===== config.mk =====
export PLATFORM = sky130hd
export DESIGN_NAME = ram_arbiter
export DESIGN_NICKNAME = d
export VERILOG_FILES = /design/src/rtl/ram_arbiter.sv
export SDC_FILE = /design/constraint.sdc
export NUM_CORES = 1
export LEC_CHECK = 0
export CORE_AREA = 2 2 151 79
export DETAILED_ROUTE_END_ITERATION = 7
export DIE_AREA = 0 0 153 81
export PLACE_DENSITY = 0.91
export SLEW_MARGIN = 5
export SYNTH_ARGS = -nofsm -noshare
export SYNTH_HDL_FRONTEND = slang
export SYNTH_SLANG_ARGS = --single-unit

===== constraint.sdc =====
create_clock -name clk_i -period 4.7 [get_ports clk_i]
set_input_delay 0.705 -clock clk_i [delete_from_list [all_inputs] [get_ports clk_i]]
set_output_delay 0.705 -clock clk_i [all_outputs]
set_load 0.1 [all_outputs]

===== src/rtl/ram_arbiter.sv =====
// Two-requester arbiter for a single-port registered-read RAM, with one response slot per port.
// Define RAM_ARB_RR_EN for round-robin tie-breaking; otherwise port 0 always wins a tie.
//
// state         | meaning
// SLOT_EMPTY    | no read outstanding for this port
// SLOT_INFLIGHT | read issued last cycle, data comes straight from ram_rd_i
// SLOT_HELD     | requester stalled, data parked in the hold register
module ram_arbiter #(
  parameter  int XLen      = 32,
  parameter  int NPos      = 1024,
  localparam int NPosWidth = $clog2(NPos)
) (
  input  logic                 clk_i,
  input  logic                 rst_i,
  input  logic                 req0_valid_i,
  output logic                 req0_ready_o,
  input  logic                 req0_we_i,
  input  logic [NPosWidth-1:0] req0_addr_i,
  input  logic [XLen-1:0]      req0_wd_i,
  output logic                 rsp0_valid_o,
  input  logic                 rsp0_ready_i,
  output logic [XLen-1:0]      rsp0_rd_o,
  input  logic                 req1_valid_i,
  output logic                 req1_ready_o,
  input  logic                 req1_we_i,
  input  logic [NPosWidth-1:0] req1_addr_i,
  input  logic [XLen-1:0]      req1_wd_i,
  output logic                 rsp1_valid_o,
  input  logic                 rsp1_ready_i,
  output logic [XLen-1:0]      rsp1_rd_o,
  output logic [NPosWidth-1:0] ram_a_o,
  output logic [XLen-1:0]      ram_wd_o,
  output logic                 ram_we_o,
  input  logic [XLen-1:0]      ram_rd_i
);

  typedef enum logic [1:0] {
    SLOT_EMPTY    = 2'd0,
    SLOT_INFLIGHT = 2'd1,
    SLOT_HELD     = 2'd2
  } slot_e;

  slot_e                 slot_q [2];
  slot_e                 slot_d [2];
  logic [XLen-1:0]       hold_q [2];
  logic [1:0]            capture;
  logic [1:0]            valid;
  logic [1:0]            we;
  logic [1:0]            rsp_ready;
  logic [NPosWidth-1:0]  addr [2];
  logic [XLen-1:0]       wd [2];
  logic [XLen-1:0]       rsp_rd [2];
  logic [1:0]            rsp_valid;
  logic [1:0]            elig;
  logic [1:0]            grant;

  assign valid     = {req1_valid_i, req0_valid_i};
  assign we        = {req1_we_i, req0_we_i};
  assign rsp_ready = {rsp1_ready_i, rsp0_ready_i};
  assign addr[0]   = req0_addr_i;
  assign addr[1]   = req1_addr_i;
  assign wd[0]     = req0_wd_i;
  assign wd[1]     = req1_wd_i;

  // A read may issue while the slot is still presenting, as long as that response drains now.
  always_comb begin
    elig = '0;
    for (int i = 0; i < 2; i++) begin
      elig[i] = valid[i] & (we[i] | (slot_q[i] == SLOT_EMPTY) | rsp_ready[i]);
    end
  end

`ifdef RAM_ARB_RR_EN
  logic last_q;  // port granted most recently

  always_comb begin
    grant = elig;
    if (elig == 2'b11) begin
      grant = last_q ? 2'b01 : 2'b10;
    end
    if (rst_i) begin
      grant = '0;
    end
  end

  always_ff @(posedge clk_i or posedge rst_i) begin
    if (rst_i) begin
      last_q <= 1'b1;
    end else if (|grant) begin
      last_q <= grant[1];
    end
  end
`else
  always_comb begin
    grant    = '0;
    grant[0] = elig[0];
    grant[1] = elig[1] & ~elig[0];
    if (rst_i) begin
      grant = '0;
    end
  end
`endif

  assign req0_ready_o = grant[0];
  assign req1_ready_o = grant[1];

  always_comb begin
    ram_a_o  = '0;
    ram_wd_o = '0;
    ram_we_o = 1'b0;
    if (grant[0]) begin
      ram_a_o  = addr[0];
      ram_wd_o = wd[0];
      ram_we_o = we[0];
    end else if (grant[1]) begin
      ram_a_o  = addr[1];
      ram_wd_o = wd[1];
      ram_we_o = we[1];
    end
  end

  always_ff @(posedge clk_i or posedge rst_i) begin
    if (rst_i) begin
      for (int i = 0; i < 2; i++) begin
        slot_q[i] <= SLOT_EMPTY;
        hold_q[i] <= '0;
      end
    end else begin
      for (int i = 0; i < 2; i++) begin
        slot_q[i] <= slot_d[i];
        if (capture[i]) begin
          hold_q[i] <= ram_rd_i;
        end
      end
    end
  end

  always_comb begin
    capture = '0;
    for (int i = 0; i < 2; i++) begin
      slot_d[i]    = slot_q[i];
      rsp_valid[i] = 1'b0;
      rsp_rd[i]    = '0;
      case (slot_q[i])
        SLOT_EMPTY: begin
          if (grant[i] && !we[i]) slot_d[i] = SLOT_INFLIGHT;
        end
        SLOT_INFLIGHT: begin
          rsp_valid[i] = 1'b1;
          rsp_rd[i]    = ram_rd_i;
          if (rsp_ready[i]) begin
            slot_d[i] = (grant[i] && !we[i]) ? SLOT_INFLIGHT : SLOT_EMPTY;
          end else begin
            capture[i] = 1'b1;
            slot_d[i]  = SLOT_HELD;
          end
        end
        SLOT_HELD: begin
          rsp_valid[i] = 1'b1;
          rsp_rd[i]    = hold_q[i];
          if (rsp_ready[i]) begin
            slot_d[i] = (grant[i] && !we[i]) ? SLOT_INFLIGHT : SLOT_EMPTY;
          end
        end
        default: slot_d[i] = SLOT_EMPTY;
      endcase
    end
  end

  assign rsp0_valid_o = rsp_valid[0];
  assign rsp1_valid_o = rsp_valid[1];
  assign rsp0_rd_o    = rsp_rd[0];
  assign rsp1_rd_o    = rsp_rd[1];

endmodule


==> results of run 1 <==
-- routing by layer --
layer | wire length, um | global-route usage, %
met1 | 7220 | 35.4
met2 | 7290 | 37.4
met3 | 1100 | 5.55
met4 | 208 | 5.74
met5 | 0 | 0
-- power by group through the flow --
stage | Clock (mW) | Sequential, mW | Combinational (mW)
after floorplan | 0 | 0.992 | 1.97
after global placement | 0 | 1.02 | 2.60
after detailed placement | 0 | 1.04 | 2.65
after CTS | 0.727 | 1.04 | 2.65
after global routing | 0.755 | 1.07 | 2.77
final | 0.714 | 1.04 | 2.65
-- Yosys cell counts, drive strengths merged --
master	number	share of area, %
o2bb2ai	1	0.21
mux2	65	17
a22oi	64	11
a21oi	1	0.12
a2111o	1	0.27
clkbuf	22	2.0
a211oi	1	0.18
a2111oi	1	0.21
dfrtp	68	40
buf	17	2.6
o311a	2	0.53
and2	1	0.15
nor2b	67	9.9
nand2	1	0.089
nand2b	3	0.44
o31a	2	0.44
or3b	1	0.21
nor2	3	0.27
inv	6	0.53
o22ai	1	0.15
a22o	43	9.5
nor3	2	0.50
ha	8	2.4
o21ai	3	0.36
-- kinds of logic after synthesis --
family | after synthesis | share of synthesized area, %
AOI/OAI and AO/OA | 120 | 23.3
and+or+nand+nor | 78 | 11.6
DFF | 68 | 40.3
muxes | 65 | 17.3
buffers and inverters | 45 | 5.09
adders and majority gates | 8 | 2.37
-- final cells by class --
cell class | count | area [sq um] | share of cell area, %
repair buffers | 242 | 2680 | 37.1
multi-input cells | 271 | 2320 | 32.1
flip-flops and latches | 68 | 1700 | 23.5
clock buffers | 9 | 225 | 3.12
well taps | 150 | 188 | 2.60
clock inverters | 6 | 88.8 | 1.23
inverters | 6 | 26.3 | 0.364
-- worst max-delay path: stages --
cell and delay [ns]:
clkdlybuf4s50_1 0.50, o31a_1 0.34, nor3_4 0.20, buf_4 0.42
a22o_1 0.28, buf_12 0.19
-- state kept, by name, indices dropped and copies added (netlist names) --
register,count
slot_q,4
hold_q,64
-- path summary, 6_finish.rpt --
kind | slack, ns | end | start
min in group asynchronous | 1.07 | hold_q[3]$_DFFE_PP0P_ | rst_i
hold reg to reg | 0.51 | hold_q[39]$_DFFE_PP0P_ | hold_q[39]$_DFFE_PP0P_
max in group asynchronous | 3.03 | hold_q[54]$_DFFE_PP0P_ | rst_i
setup reg to reg | 1.89 | hold_q[31]$_DFFE_PP0P_ | slot_q[1]$_DFFE_PP0P_
setup / recovery | 1.34 | ram_wd_o[15] | rsp0_ready_i
hold / removal | 0.51 | hold_q[39]$_DFFE_PP0P_ | hold_q[39]$_DFFE_PP0P_
-- per-stage QoR --
stage / std cells / cell area, sq um / total power [mW]
floorplan: 384 / 4230 / 2.96
global placement: 737 / 6910 / 3.61
detailed placement: 737 / 6910 / 3.69
CTS: 752 / 7230 / 4.42
global route: 752 / 7230 / 4.60
finish: 752 / 7230 / 4.41
==> metrics.md, run 1 <==
| Metric | Value |
|---|---|
| Outcome | finished clean |
| Cell count after synthesis | 384 |
| Max Root-Sink Buffers | 2 |
| Netlist cell types | 29 |
| IO buf count | about 230 |
| Clk_lat worst skew | 0.32 ns |
| Pre-CTS setup slack | 1.35 ns |
| Largest net degree at the start of global routing | 69 |
| Layout cells sized above 1 | 36.4% |
| Tmin final | 3.36 ns |
| # diodes | 0 |
| Seq cells post-synth | 68 |
| Register area share after synthesis | between 40% and 50% |
| Total grt overflow | 0 |
| CTS sink count | 68 |
| Hold Buf Count CTS | 0 |
| Synth warnings | 0 |
| Commonest non-fill, non-tap cell in the layout | clkdlybuf4s50_1 |
| Routed len/inst | 21.0 um |
| Relative slew slack | 27.5% |
| Worst IR Drop VDD | roughly 0.46 mV |
| CTS tree | yes |
| Net count after synthesis | 516 |
| Crit Path Max Fanout | 43 |
| First-pass GRT wire length | 23500 um |
| Power Dens Cells | 610 mW/mm^2 |
| Hold Path Depth | 1 |
| Detailed placement HPWL | 11500 um |
| Vias in the first global route | 4068 |
| Post-layout util | around 64% |
| H-tree Lvls | 3 |
| Die height | 81 um |
| Die Area | between 0.01 and 0.015 sq mm |
| Max-slew violations | 0 |
| Clock power share | 16.2% |
| Setup crit end kind | primary output |
| NetSw | 2.14 mW |
| Number of fillers in the final layout | 896 |
| Startpoint Class | input pin |
| Nets | 730 |
| FMAX | 297 MHz |
| GR Util All Layers | about a quarter |
| Worst Skew | 0.00923 ns |
| HP Class | reg2reg |
| Commonest cells after routing, fill and taps aside | 125 x clkdlybuf4s50_1, 73 x buf_4, 68 x dfrtp_1, 66 x nor2b_1, 65 x mux2_2 |
| Avg Inst Size Synth | 11.0 sq um |
| Vias per std cell | 5.56 |
| Setup slack after layout | 1.34 ns |
| CTS buffer count | 9 |
| Crit Path Category | in2out |
| DRT iter0 DRCs | between 200 and 250 |
| Core area | between 0.01 and 0.015 sq mm |
| Arrival time worst endpoint | 2.66 ns |
| Sequential group share of total power | 23.7% |
| Gpl congestion | about 0.8 |
| CTS clk-pin slew, worst paths | 0.05 ns |
| Max-cap violations | 0 |
| Final Hold Fails | 0 |
| Starting Density | 37.3% |
| Post-Syn Area | between 0.004 and 0.005 sq mm |
| Slew @ Worst Pin | 1.09 ns |
| Post-route ant nets | 0 |
| Root Driver | clkbuf_16 |
| RSZ-0062 raised after global routing | no |
| Io pins | 235 |
| Aggregate routed wire length | between 15000 and 20000 um |
| R2R depth | 5 |
| WHS | 0.505 ns |
| Switching Share | 48.7% |
| Setup TNS | 0 ns |
| Post_cts resized | 0 |
| Leak | 2.94 nW |
| Period Utilization, post-route | between 70% and 80% |
| Critical Path RT | 3.99 ns |
| Comb power frac | 60.1% |
| DR vias | ~4200 |
| Initial antenna violation count | 0 |
| Final setup violation count | 0 |
| DIE WIDTH | ~150 um |
| Syn-to-layout area delta | 71.1% |
| First-pass DRT Iterations | 6 |
| Post-route DRC | 0 |
| Int Power | 2.26 mW |
| Row count | 28 |
| Post-CTS setup repair buffer count | 0 |
Note: power is estimated with default switching activity, not from simulation.
==> run 2, diff against run 1 <==
--- a/config.mk
+++ b/config.mk
@@ -5,10 +5,10 @@
 export SDC_FILE = /design/constraint.sdc
 export NUM_CORES = 1
 export LEC_CHECK = 0
-export CORE_AREA = 2 2 151 79
+export CORE_AREA = 2 2 157 82
 export DETAILED_ROUTE_END_ITERATION = 7
-export DIE_AREA = 0 0 153 81
-export PLACE_DENSITY = 0.91
+export DIE_AREA = 0 0 159 84
+export PLACE_DENSITY = 0.89
 export SLEW_MARGIN = 5
 export SYNTH_ARGS = -nofsm -noshare
 export SYNTH_HDL_FRONTEND = slang
==> constraint.sdc (replaced) <==
create_clock -name clk_i -period 2.9 [get_ports clk_i]
set_input_delay 0.435 -clock clk_i [delete_from_list [all_inputs] [get_ports clk_i]]
set_output_delay 0.435 -clock clk_i [all_outputs]
set_load 0.1 [all_outputs]
==> metrics.md, run 2 (synthesis gave the netlist of run 1 again) <==
| Metric | Value |
|---|---|
| Outcome | finished clean |
| Root Driver | clkbuf_16 |
| Leak | 3.42 nW (+16%) |
| Final setup violation count | 0 (unchanged) |
| Arrival time worst endpoint | 2.37 ns (-0.29 ns) |
| Clock power share | 13.6% (-2.6 points) |
| Post-route cell area | 0.00867 sq mm (+20%) |
| Largest net degree at the start of global routing | 69 (unchanged) |
| Total grt overflow | 0 (unchanged) |
| DR vias | 4191 (+0.26%) |
| Final Hold Fails | 0 (unchanged) |
| Power Dens Cells | 910 mW/mm^2 (+49%) |
| FMAX | around 360 MHz |
| GR Util All Layers | 24.6% (+0.16 points) |
| Worst Skew | 0.00769 ns (-0.00154 ns) |
| CTS buffer count | 9 (unchanged) |
| Max reg flops | 64 (unchanged) |
| Syn-to-layout area delta | 105% |
| Critical Path RT | 2.47 ns (-1.52 ns) |
| Setup crit end kind | primary output |
| Routed len/inst | 21.2 um (+0.88%) |
| Period Utilization, post-route | 96.7% |
| Gpl congestion | 0.859 (+7.5%) |
| NetSw | 3.65 mW (+70%) |
| Crit Path Max Fanout | 17 (-60%) |
| HP Class | reg2reg |
| Sequential group share of total power | 21.4% (-2.3 points) |
| Layout cells sized above 1 | 52.6% (+16 points) |
| CTS sink count | 68 (unchanged) |
| Max Root-Sink Buffers | 2 (unchanged) |
| Commonest non-fill, non-tap cell in the layout | clkdlybuf4s50_1 |
| Core area | 0.0122 sq mm (+7.7%) |
| Max-cap violations | 0 (unchanged) |
| Area of the multi-input gates | 0.00281 sq mm (+21%) |
| First-pass GRT wire length | 25800 um (+9.8%) |
| Startpoint Class | register |
| CTS tree | yes |
| DIE WIDTH | 159 um (+3.9%) |
| Post-route ant nets | 0 (unchanged) |
| Worst IR Drop VDD | 0.532 mV (+15%) |
| Largest register by flop count | hold_q |
| Aggregate routed wire length | 16600 um (+5.0%) |
| Crit Path Category | reg2out |
| Initial antenna violation count | 1 (+1) |
| RSZ-0062 raised after global routing | no |
| DRT iter0 DRCs | 210 (-15%) |
| IO buf count | 234 (unchanged) |
| Reg2Reg Launch Point | slot_q[0]$_DFFE_PP0P_ |
| Tmin final | roughly 2.8 ns |
| Comb power frac | 64.9% (+4.8 points) |
| Switching Share | 46.3% (-2.4 points) |
| Die Area | 0.0134 sq mm (+7.8%) |
| Largest registers | hold_q x64, slot_q x4 |
| Row count | 29 (+3.6%) |
| Int Power | 4.24 mW (+87%) |
| Hold Path Origin | hold_q[62]$_DFFE_PP0P_ |
| Post-route DRC | 0 (unchanged) |
| Vias in the first global route | 4545 (+12%) |
| FF/Latch Area | 0.00170 sq mm (unchanged) |
| First-pass DRT Iterations | 5 (-1) |
| Crit path from | slot_q[2]$_DFFE_PP0P_ |
| Number of fillers in the final layout | 792 (-12%) |
| Vias per std cell | 5.35 (-3.7%) |
| Starting Density | 34.6% (-2.7 points) |
| Commonest cells after routing, fill and taps aside | 123 x clkdlybuf4s50_1, 113 x buf_12, 68 x dfrtp_1, 65 x mux2_2 |
| Io pins | 235 (unchanged) |
| CTS clk-pin slew, worst paths | 0.05 ns (about the same) |
| Placed instance area | 0.00834 sq mm (+21%) |
| Max-slew violations | 0 (unchanged) |
| Clk_lat worst skew | 0.33 ns (about the same) |
| Die height | 84 um (+3.7%) |
| Detailed placement HPWL | 12500 um (+8.2%) |
| Relative slew slack | 42.2% (+15 points) |
| Nets | 739 (+1.2%) |
| WHS | 0.506 ns (+0.000970 ns) |
| H-tree Lvls | 3 (unchanged) |
| Slew @ Worst Pin | 0.867 ns (-0.218 ns) |
run 2: cell type report:
class / count / area share, %
Antenna cell: 1 / 0.0289
Inverter: 6 / 0.303
Tap cell: 170 / 2.45
Clock buffer: 12 / 2.84
Multi-Input combinational cell: 271 / 32.4
Sequential cell: 68 / 19.6
Clock inverter: 4 / 0.563
Timing Repair Buffer: 251 / 41.8
run 2: worst max-delay path: stages (launching register included):
cell and delay (ns):
dfrtp_1 0.38, inv_1 0.09, ha_1 0.29, o31a_1 0.38, nor3_4 0.19, buf_4 0.17
buf_12 0.18, a22o_2 0.19, buf_12 0.17
run 2: per-layer routing:
layer  global-route usage [%]  vias to the layer above  share of wire, %  wire, um
met1                     31.9                     2107                43      7080
met2                     40.5                      179                48      8050
li1                         -                     1884                 -         -
met3                     8.10                       21               7.8      1300
met5                        0                        -                 0         0
met4                     4.88                        0               1.1       180
run 2: final timing paths:
check | endpoint | slack (ns) | cells after the start
worst max-delay path | ram_a_o[9] | 0.09 | 8
worst min-delay path | hold_q[62]$_DFFE_PP0P_ | 0.51 | 1
worst max register to register | slot_q[1]$_DFFE_PP0P_ | 0.70 | 6
worst min register to register | hold_q[62]$_DFFE_PP0P_ | 0.51 | 1
max in group asynchronous | hold_q[61]$_DFFE_PP0P_ | 1.49 | 3
min in group asynchronous | hold_q[7]$_DFFE_PP0P_ | 0.82 | 3
run 2: power by group through the flow:
stage | Clock (mW) | Combinational (mW) | Sequential, mW
after global placement | 0 | 5.01 | 1.65
after floorplan | 0 | 3.41 | 1.61
after global routing | 1.15 | 5.33 | 1.75
after CTS | 1.10 | 5.14 | 1.69
final | 1.08 | 5.12 | 1.69
after detailed placement | 0 | 5.11 | 1.70
run 2: what timing repair did:
item                                    4_1_cts  5_1_grt
hold buffers                                  0        0
resized for setup                             0        0
setup buffers                                 0        1
endpoints found under the setup margin        0        4
run 2: stage by stage:
step	total power, mW	instances	utilization, %	setup slack (ns)	setup TNS [ns]
5_1_grt	8.22	782	71.1	0.000523	0
3_3_place_gp	6.65	764	68.4	0.278	0
2_1_floorplan	5.02	384	-	-0.116	-0.396
3_5_place_dp	6.82	764	68.4	0.179	0
4_1_cts	7.93	780	70.8	0.0371	0
6_report	7.89	783	71.1	0.0950	0
